$ cat src/rtl/sysid_check_ctrl.sv
// Avalon-MM read master that fetches the system-ID and build-timestamp words and checks them
// against build-time values. Define SYSID_CHECK_IRQ_EN to add the irq/irq_ack mismatch interrupt.
`timescale 1ns/1ps
module sysid_check_ctrl #(
    parameter logic [31:0] EXPECTED_ID    = 32'd0,
    parameter logic [31:0] EXPECTED_TS    = 32'd1605368152,
    parameter int unsigned TIMEOUT_CYCLES = 255,
    parameter bit          AUTO_START     = 1'b1
) (
    input  logic        clock,
    input  logic        reset_n,
    input  logic        start,
    output logic        avm_address,
    output logic        avm_read,
    input  logic        avm_waitrequest,
    input  logic [31:0] avm_readdata,
    input  logic        avm_readdatavalid,
    output logic        busy,
    output logic        done,
    output logic        id_ok,
    output logic        ts_ok,
    output logic        timeout_err,
    output logic [31:0] captured_id,
    output logic [31:0] captured_ts
`ifdef SYSID_CHECK_IRQ_EN
    ,
    output logic        irq,
    input  logic        irq_ack
`endif
);
    localparam int               CNT_W    = $clog2(TIMEOUT_CYCLES + 1);
    localparam logic [CNT_W-1:0] CNT_LOAD = CNT_W'(TIMEOUT_CYCLES);
    localparam logic [CNT_W-1:0] CNT_LAST = CNT_W'(1);

    typedef enum logic [2:0] {
        S_IDLE, S_REQ_ID, S_WAIT_ID, S_REQ_TS, S_WAIT_TS, S_DONE, S_FAIL
    } state_t;

    state_t           r_state;
    logic [CNT_W-1:0] r_cnt;
    logic             r_read;
    logic             r_addr;
    logic             r_busy;
    logic             r_done;
    logic             r_id_ok;
    logic             r_ts_ok;
    logic             r_tmo;
    logic [31:0]      r_cap_id;
    logic [31:0]      r_cap_ts;

    logic w_in_req;
    logic w_in_wait;
    logic w_restart;
    logic w_expire;
    logic w_to_fail;
    logic w_to_done;

    assign w_in_req  = (r_state == S_REQ_ID) || (r_state == S_REQ_TS);
    assign w_in_wait = (r_state == S_WAIT_ID) || (r_state == S_WAIT_TS);
    assign w_restart = ((r_state == S_IDLE) && (AUTO_START || start)) ||
                       (((r_state == S_DONE) || (r_state == S_FAIL)) && start);
    // Counter is about to hit zero this cycle; data arriving on that same cycle still wins.
    assign w_expire  = (r_cnt == CNT_LAST);
    assign w_to_fail = w_expire && (w_in_req || (w_in_wait && !avm_readdatavalid));
    assign w_to_done = (r_state == S_WAIT_TS) && avm_readdatavalid;

    always_ff @(posedge clock or negedge reset_n) begin
        if (!reset_n) begin
            r_state  <= S_IDLE;
            r_cnt    <= '0;
            r_read   <= 1'b0;
            r_addr   <= 1'b0;
            r_busy   <= 1'b0;
            r_done   <= 1'b0;
            r_id_ok  <= 1'b0;
            r_ts_ok  <= 1'b0;
            r_tmo    <= 1'b0;
            r_cap_id <= '0;
            r_cap_ts <= '0;
        end else if (w_restart) begin
            r_state  <= S_REQ_ID;
            r_cnt    <= CNT_LOAD;
            r_read   <= 1'b1;
            r_addr   <= 1'b0;
            r_busy   <= 1'b1;
            r_done   <= 1'b0;
            r_id_ok  <= 1'b0;
            r_ts_ok  <= 1'b0;
            r_tmo    <= 1'b0;
            r_cap_id <= '0;
            r_cap_ts <= '0;
        end else if (w_to_fail) begin
            r_state <= S_FAIL;
            r_read  <= 1'b0;
            r_busy  <= 1'b0;
            r_done  <= 1'b1;
            r_tmo   <= 1'b1;
        end else begin
            if (w_in_req || w_in_wait) begin
                r_cnt <= r_cnt - 1'b1;
            end
            case (r_state)
                S_REQ_ID: begin
                    if (!avm_waitrequest) begin
                        r_state <= S_WAIT_ID;
                        r_read  <= 1'b0;
                    end
                end
                S_WAIT_ID: begin
                    if (avm_readdatavalid) begin
                        r_cap_id <= avm_readdata;
                        r_id_ok  <= (avm_readdata == EXPECTED_ID);
                        r_state  <= S_REQ_TS;
                        r_read   <= 1'b1;
                        r_addr   <= 1'b1;
                        r_cnt    <= CNT_LOAD;
                    end
                end
                S_REQ_TS: begin
                    if (!avm_waitrequest) begin
                        r_state <= S_WAIT_TS;
                        r_read  <= 1'b0;
                    end
                end
                S_WAIT_TS: begin
                    if (w_to_done) begin
                        r_cap_ts <= avm_readdata;
                        r_ts_ok  <= (avm_readdata == EXPECTED_TS);
                        r_state  <= S_DONE;
                        r_busy   <= 1'b0;
                        r_done   <= 1'b1;
                    end
                end
                default: ;
            endcase
        end
    end

    assign avm_address = r_addr;
    assign avm_read    = r_read;
    assign busy        = r_busy;
    assign done        = r_done;
    assign id_ok       = r_id_ok;
    assign ts_ok       = r_ts_ok;
    assign timeout_err = r_tmo;
    assign captured_id = r_cap_id;
    assign captured_ts = r_cap_ts;

`ifdef SYSID_CHECK_IRQ_EN
    logic r_irq;
    logic w_irq_set;

    // A bad timestamp is detected on the same edge that enters DONE, so compare the live data.
    assign w_irq_set = w_to_fail ||
                       (w_to_done && (!r_id_ok || (avm_readdata != EXPECTED_TS)));

    always_ff @(posedge clock or negedge reset_n) begin
        if (!reset_n) begin
            r_irq <= 1'b0;
        end else if (w_irq_set) begin
            r_irq <= 1'b1;
        end else if (w_restart || irq_ack) begin
            r_irq <= 1'b0;
        end
    end

    assign irq = r_irq;
`endif
endmodule

$ cat config.mk
export PLATFORM = sky130hd
export DESIGN_NAME = sysid_check_ctrl
export DESIGN_NICKNAME = d
export VERILOG_FILES = /design/src/rtl/sysid_check_ctrl.sv
export SDC_FILE = /design/constraint.sdc
export NUM_CORES = 1
export LEC_CHECK = 0
export BUFFER_PORTS_ARGS = -buffer_cell sky130_fd_sc_hd__buf_4
export CORE_MARGIN = 2
export CORE_UTILIZATION = 53
export CTS_BUF_LIST = sky130_fd_sc_hd__clkbuf_4
export CTS_CLUSTER_DIAMETER = 50
export DETAILED_ROUTE_END_ITERATION = 16
export PLACE_DENSITY = 0.82
export SKIP_CTS_REPAIR_TIMING = 1
export SYNTH_ARGS = -nofsm -noshare
export SYNTH_HDL_FRONTEND = slang
export SYNTH_SLANG_ARGS = --single-unit
$ cat constraint.sdc
create_clock -name clock -period 2 [get_ports clock]
set_input_delay 0.3 -clock clock [delete_from_list [all_inputs] [get_ports clock]]
set_output_delay 0.3 -clock clock [all_outputs]
set_load 0.005 [all_outputs]
==> metrics.sh <==
OVERFLOW=0
NETLIST-CELL-TYPE-COUNT=47
CP.BUFFERS_INVERTERS=0
CRITPATHTOPFAMILY='simple AND/OR/NAND/NOR gates'
DIE_W_UM=86.1
YOSYSWARNINGCOUNT=0
FINAL_CELLS=542
DIE_H_UM=86.1
SEQ_AREA_FRAC_SYNTH_PCT=57.5
CTS_NUM_SINKS=82
FLOORPLAN.INITIALDENSITY_PCT=55.6
TIMING_MAX_TRANSITION_VIOLATIONS_FINAL=0
TOTAL_SWITCHING_POWER_uW=2550
IOPINCOUNT=108
RUN_STATUS='completed'
CRITPATHSLOWESTCELL='sky130_fd_sc_hd__dfrtp_1'
COMBINATIONAL_POWER_SHARE_PCT=42.3
WORSTPATHARRIVAL_NS=2.18
RSZ0062_AT_GRT='false'
MAX_FREQ_MHz=538
DRT-TOTAL-WL_MM=9.84
CP-START-KIND='register'
ANTENNA_VIOLATING_NETS_POST_ROUTE=0
SLEW-LIMIT-HEADROOM_PCT=67.9
CTS_HTREE_LEVELS=3
SEQUENTIALPOWERSHARE_PCT=41.0
GRT_FIRST_PASS_WIRELENGTH_MM=16.2
IR_WORST_VDD_uV=765
HOLD_CLASS='in2reg'
TIMING.CLOCK.SKEW_NS=0.0172
POST-ROUTE-DRC-COUNT=0
PORT_BUFFERS=107
POST_ROUTE_CELLS_DRIVE_ABOVE_1_SHARE_PCT=32.0
POWER.CLOCK.FRACTION_PCT=16.7
YOSYS_REGISTER_BITS=82
PLACER_S_FINAL_ROUTABILITY_CONGESTION_ESTIMATE=0.822
POSTSYNTHAREAPERCELL_UM2=10.3
CTS_BUFFER_DEPTH=2
ANTENNA_FOUND_INITIAL=0
VIAS_PER_CELL=5.85
CRIT_FANOUT=14
CRITICAL_PATH_CLASS='reg2reg'
VIA_COUNT=3172
PLACE_AREA_UM2=4490
PLACED_CELLS_INCL_TAPS=525
CORE_BOX_AREA_UM2=6420
MAX_CAP_VIOLATIONS=0
STDCELL_AREA_UM2=4680
FINALSETUPTNS_NS=0
SYNTH.NET_COUNT=385
COUNT_OF_FINAL_SETUP_VIOLATORS=0
CRITICAL_PATH_REQUIRED_NS=2.32
DRT-WIRELENGTH-PER-CELL_UM=18.2
FIRST_GLOBAL_VIAS=3225
WORST_PIN_SLEW_NS=0.481
CLK_TRANSITION_REPORTED_PATHS_NS=0.15
STATIC-LEAKAGE-POWER_uW=0.00223
DRT-INITIAL-DRC-COUNT=289
NUMBER_OF_FLOPS_MAPPED_TO_ENABLE_CELLS_BY_YOSYS=0
PERIOD_NEEDED_NS=1.86
WORSTSETUPENDPOINTTYPE='register'
AREA_OF_THE_DIE_UM2=7410
DP.FINAL_HPWL_MM=7.21
FINAL.PERIOD_UTILIZATION_PCT=92.9
SYNTH-ASYNC-RESET-RATIO_PCT=100
GR-USAGE-ALL-LAYERS_PCT=28.1
CTS_INSERTED_BUFFERS=9
DRT-PASS1-ITER-COUNT=4
WORST_SKEW_PAIR.LATE_LATENCY_NS=0.43
GRT_START_MAX_NET_PINS=39
POWER_DENSITY_nW_PER_UM2=1470
LAYOUT_COMMONEST_CELL='sky130_fd_sc_hd__buf_4'
FILL_CELLS=490
FINAL_NETS=499
SYNTHTOLAYOUTAREAGROWTH_PCT=31.0
CRIT_PATH_CELL_TRACE='nand2b_1 -> a311o_2 -> nor4b_4 -> xnor2_1 -> nand2_1'
SYNTHESIS.INSTANCES=346
CLOCK_TREE.ROOT_CELL='sky130_fd_sc_hd__clkbuf_4'
N_ANTENNA_CELL=0
LAYOUT.CELLS.MOST_COMMON_LIST='sky130_fd_sc_hd__buf_4 (122), sky130_fd_sc_hd__dfrtp_1 (82), sky130_fd_sc_hd__nand2_1 (81), sky130_fd_sc_hd__o21ai_0 (38), sky130_fd_sc_hd__a22o_1 (31)'
TRITONCTS='done'
POST_SYNTHESIS_INSTANCE_AREA_UM2=3570
HOLD_VIOL_FINAL=0
CELL_INTERNAL_PWR_uW=4320
CP_SLOWEST_STAGE_DELAY_NS=0.55
DOMINANT_SYNTHESIZED_FLOP_CELL='sky130_fd_sc_hd__dfrtp_1'
P_SW_SHARE_PCT=37.1
FP-ROW-COUNT=29
## power by group through the flow
stage	registers [uW]	clock network, uW	logic (uW)
3_3_place_gp	2790	0	2800
4_1_cts	2800	1160	2930
3_5_place_dp	2820	0	2910
6_report	2810	1150	2900
2_1_floorplan	2760	0	1440
5_1_grt	2890	1240	3190
## tightest hold or removal path, stage by stage
cell and delay, ns:
sky130_fd_sc_hd__buf_4 0.10, sky130_fd_sc_hd__nand2_1 0.04, sky130_fd_sc_hd__o21ai_0 0.06
## through the flow
stage	hold WS (ns)	worst slack, ns	power (uW)	utilization (%)
2_1_floorplan	0.00441	0.245	4200	-
4_1_cts	-0.176	0.0642	6890	72.6
3_3_place_gp	0.296	0.186	5600	70.0
3_5_place_dp	0.299	0.0918	5730	70.0
6_report	0.0939	0.142	6860	72.8
5_1_grt	0.0801	0.00895	7320	72.8
## path summary, 6_finish.rpt
| path | from | slack (ns) | end | depth (start not counted) |
|---|---|---|---|---|
| worst max-delay path | r_state[0] | 0.14 | r_cnt[4] | 5 |
| worst min-delay path | avm_readdata[0] | 0.09 | captured_id[0] | 3 |
| worst max register to register | r_state[0] | 0.14 | r_cnt[4] | 5 |
| worst min register to register | busy | 0.52 | busy | 1 |
| max in group asynchronous | reset_n | 1.06 | captured_id[30] | 3 |
| min in group asynchronous | reset_n | 0.35 | r_cnt[2] | 2 |
## area by class of cell
class	instances	area, um^2	share of cell area (%)
multi-input combinational	241	1420	30.4
inverter	3	11.3	0.241
tap	77	96.3	2.06
sequential	82	2050	43.9
clock buffer	9	67.6	1.45
timing repair buffer	123	926	19.8
clock inverter	7	100	2.14
## kinds of logic after synthesis
| kind of cell | share of synthesized area (%) |
|---|---|
| multiplexers | 0.911 |
| buffers and inverters | 2.80 |
| adder cells (fa/ha/maj) | 0.701 |
| flip-flops | 57.5 |
| XOR/XNOR | 1.72 |
| AND/OR/NAND/NOR | 19.3 |
| AO/OA/AOI/OAI | 17.1 |
## layer usage
metal  part of all wire [%]  track usage, %  vias up
li1                       -               -     1448
met1                     41            37.1     1568
met2                     50            45.5      138
met3                    7.5            7.12       18
met4                    1.6            9.09        0
met5                      0               0        -
## synthesized netlist by cell type (4+ instances only)
cell type / number / area (um^2)
sky130_fd_sc_hd__nor2b_1: 4 / 25.0
sky130_fd_sc_hd__clkbuf_1: 16 / 60.1
sky130_fd_sc_hd__nor2_1: 12 / 45.0
sky130_fd_sc_hd__nand4_1: 9 / 56.3
sky130_fd_sc_hd__nand3_1: 6 / 30.0
sky130_fd_sc_hd__a22o_1: 31 / 272
sky130_fd_sc_hd__nor3_1: 5 / 25.0
sky130_fd_sc_hd__xor2_1: 5 / 43.8
sky130_fd_sc_hd__dfrtp_1: 82 / 2050
sky130_fd_sc_hd__o21ai_0: 38 / 190
sky130_fd_sc_hd__nor4_1: 9 / 56.3
sky130_fd_sc_hd__nand2_1: 81 / 304
## flip-flops by register name (all words and copies together) (netlist names), 3 cells and up
register     cells
captured_id     32
captured_ts     32
r_cnt            8
r_state          3
No activity file was read; power rests on OpenSTA's default activity.
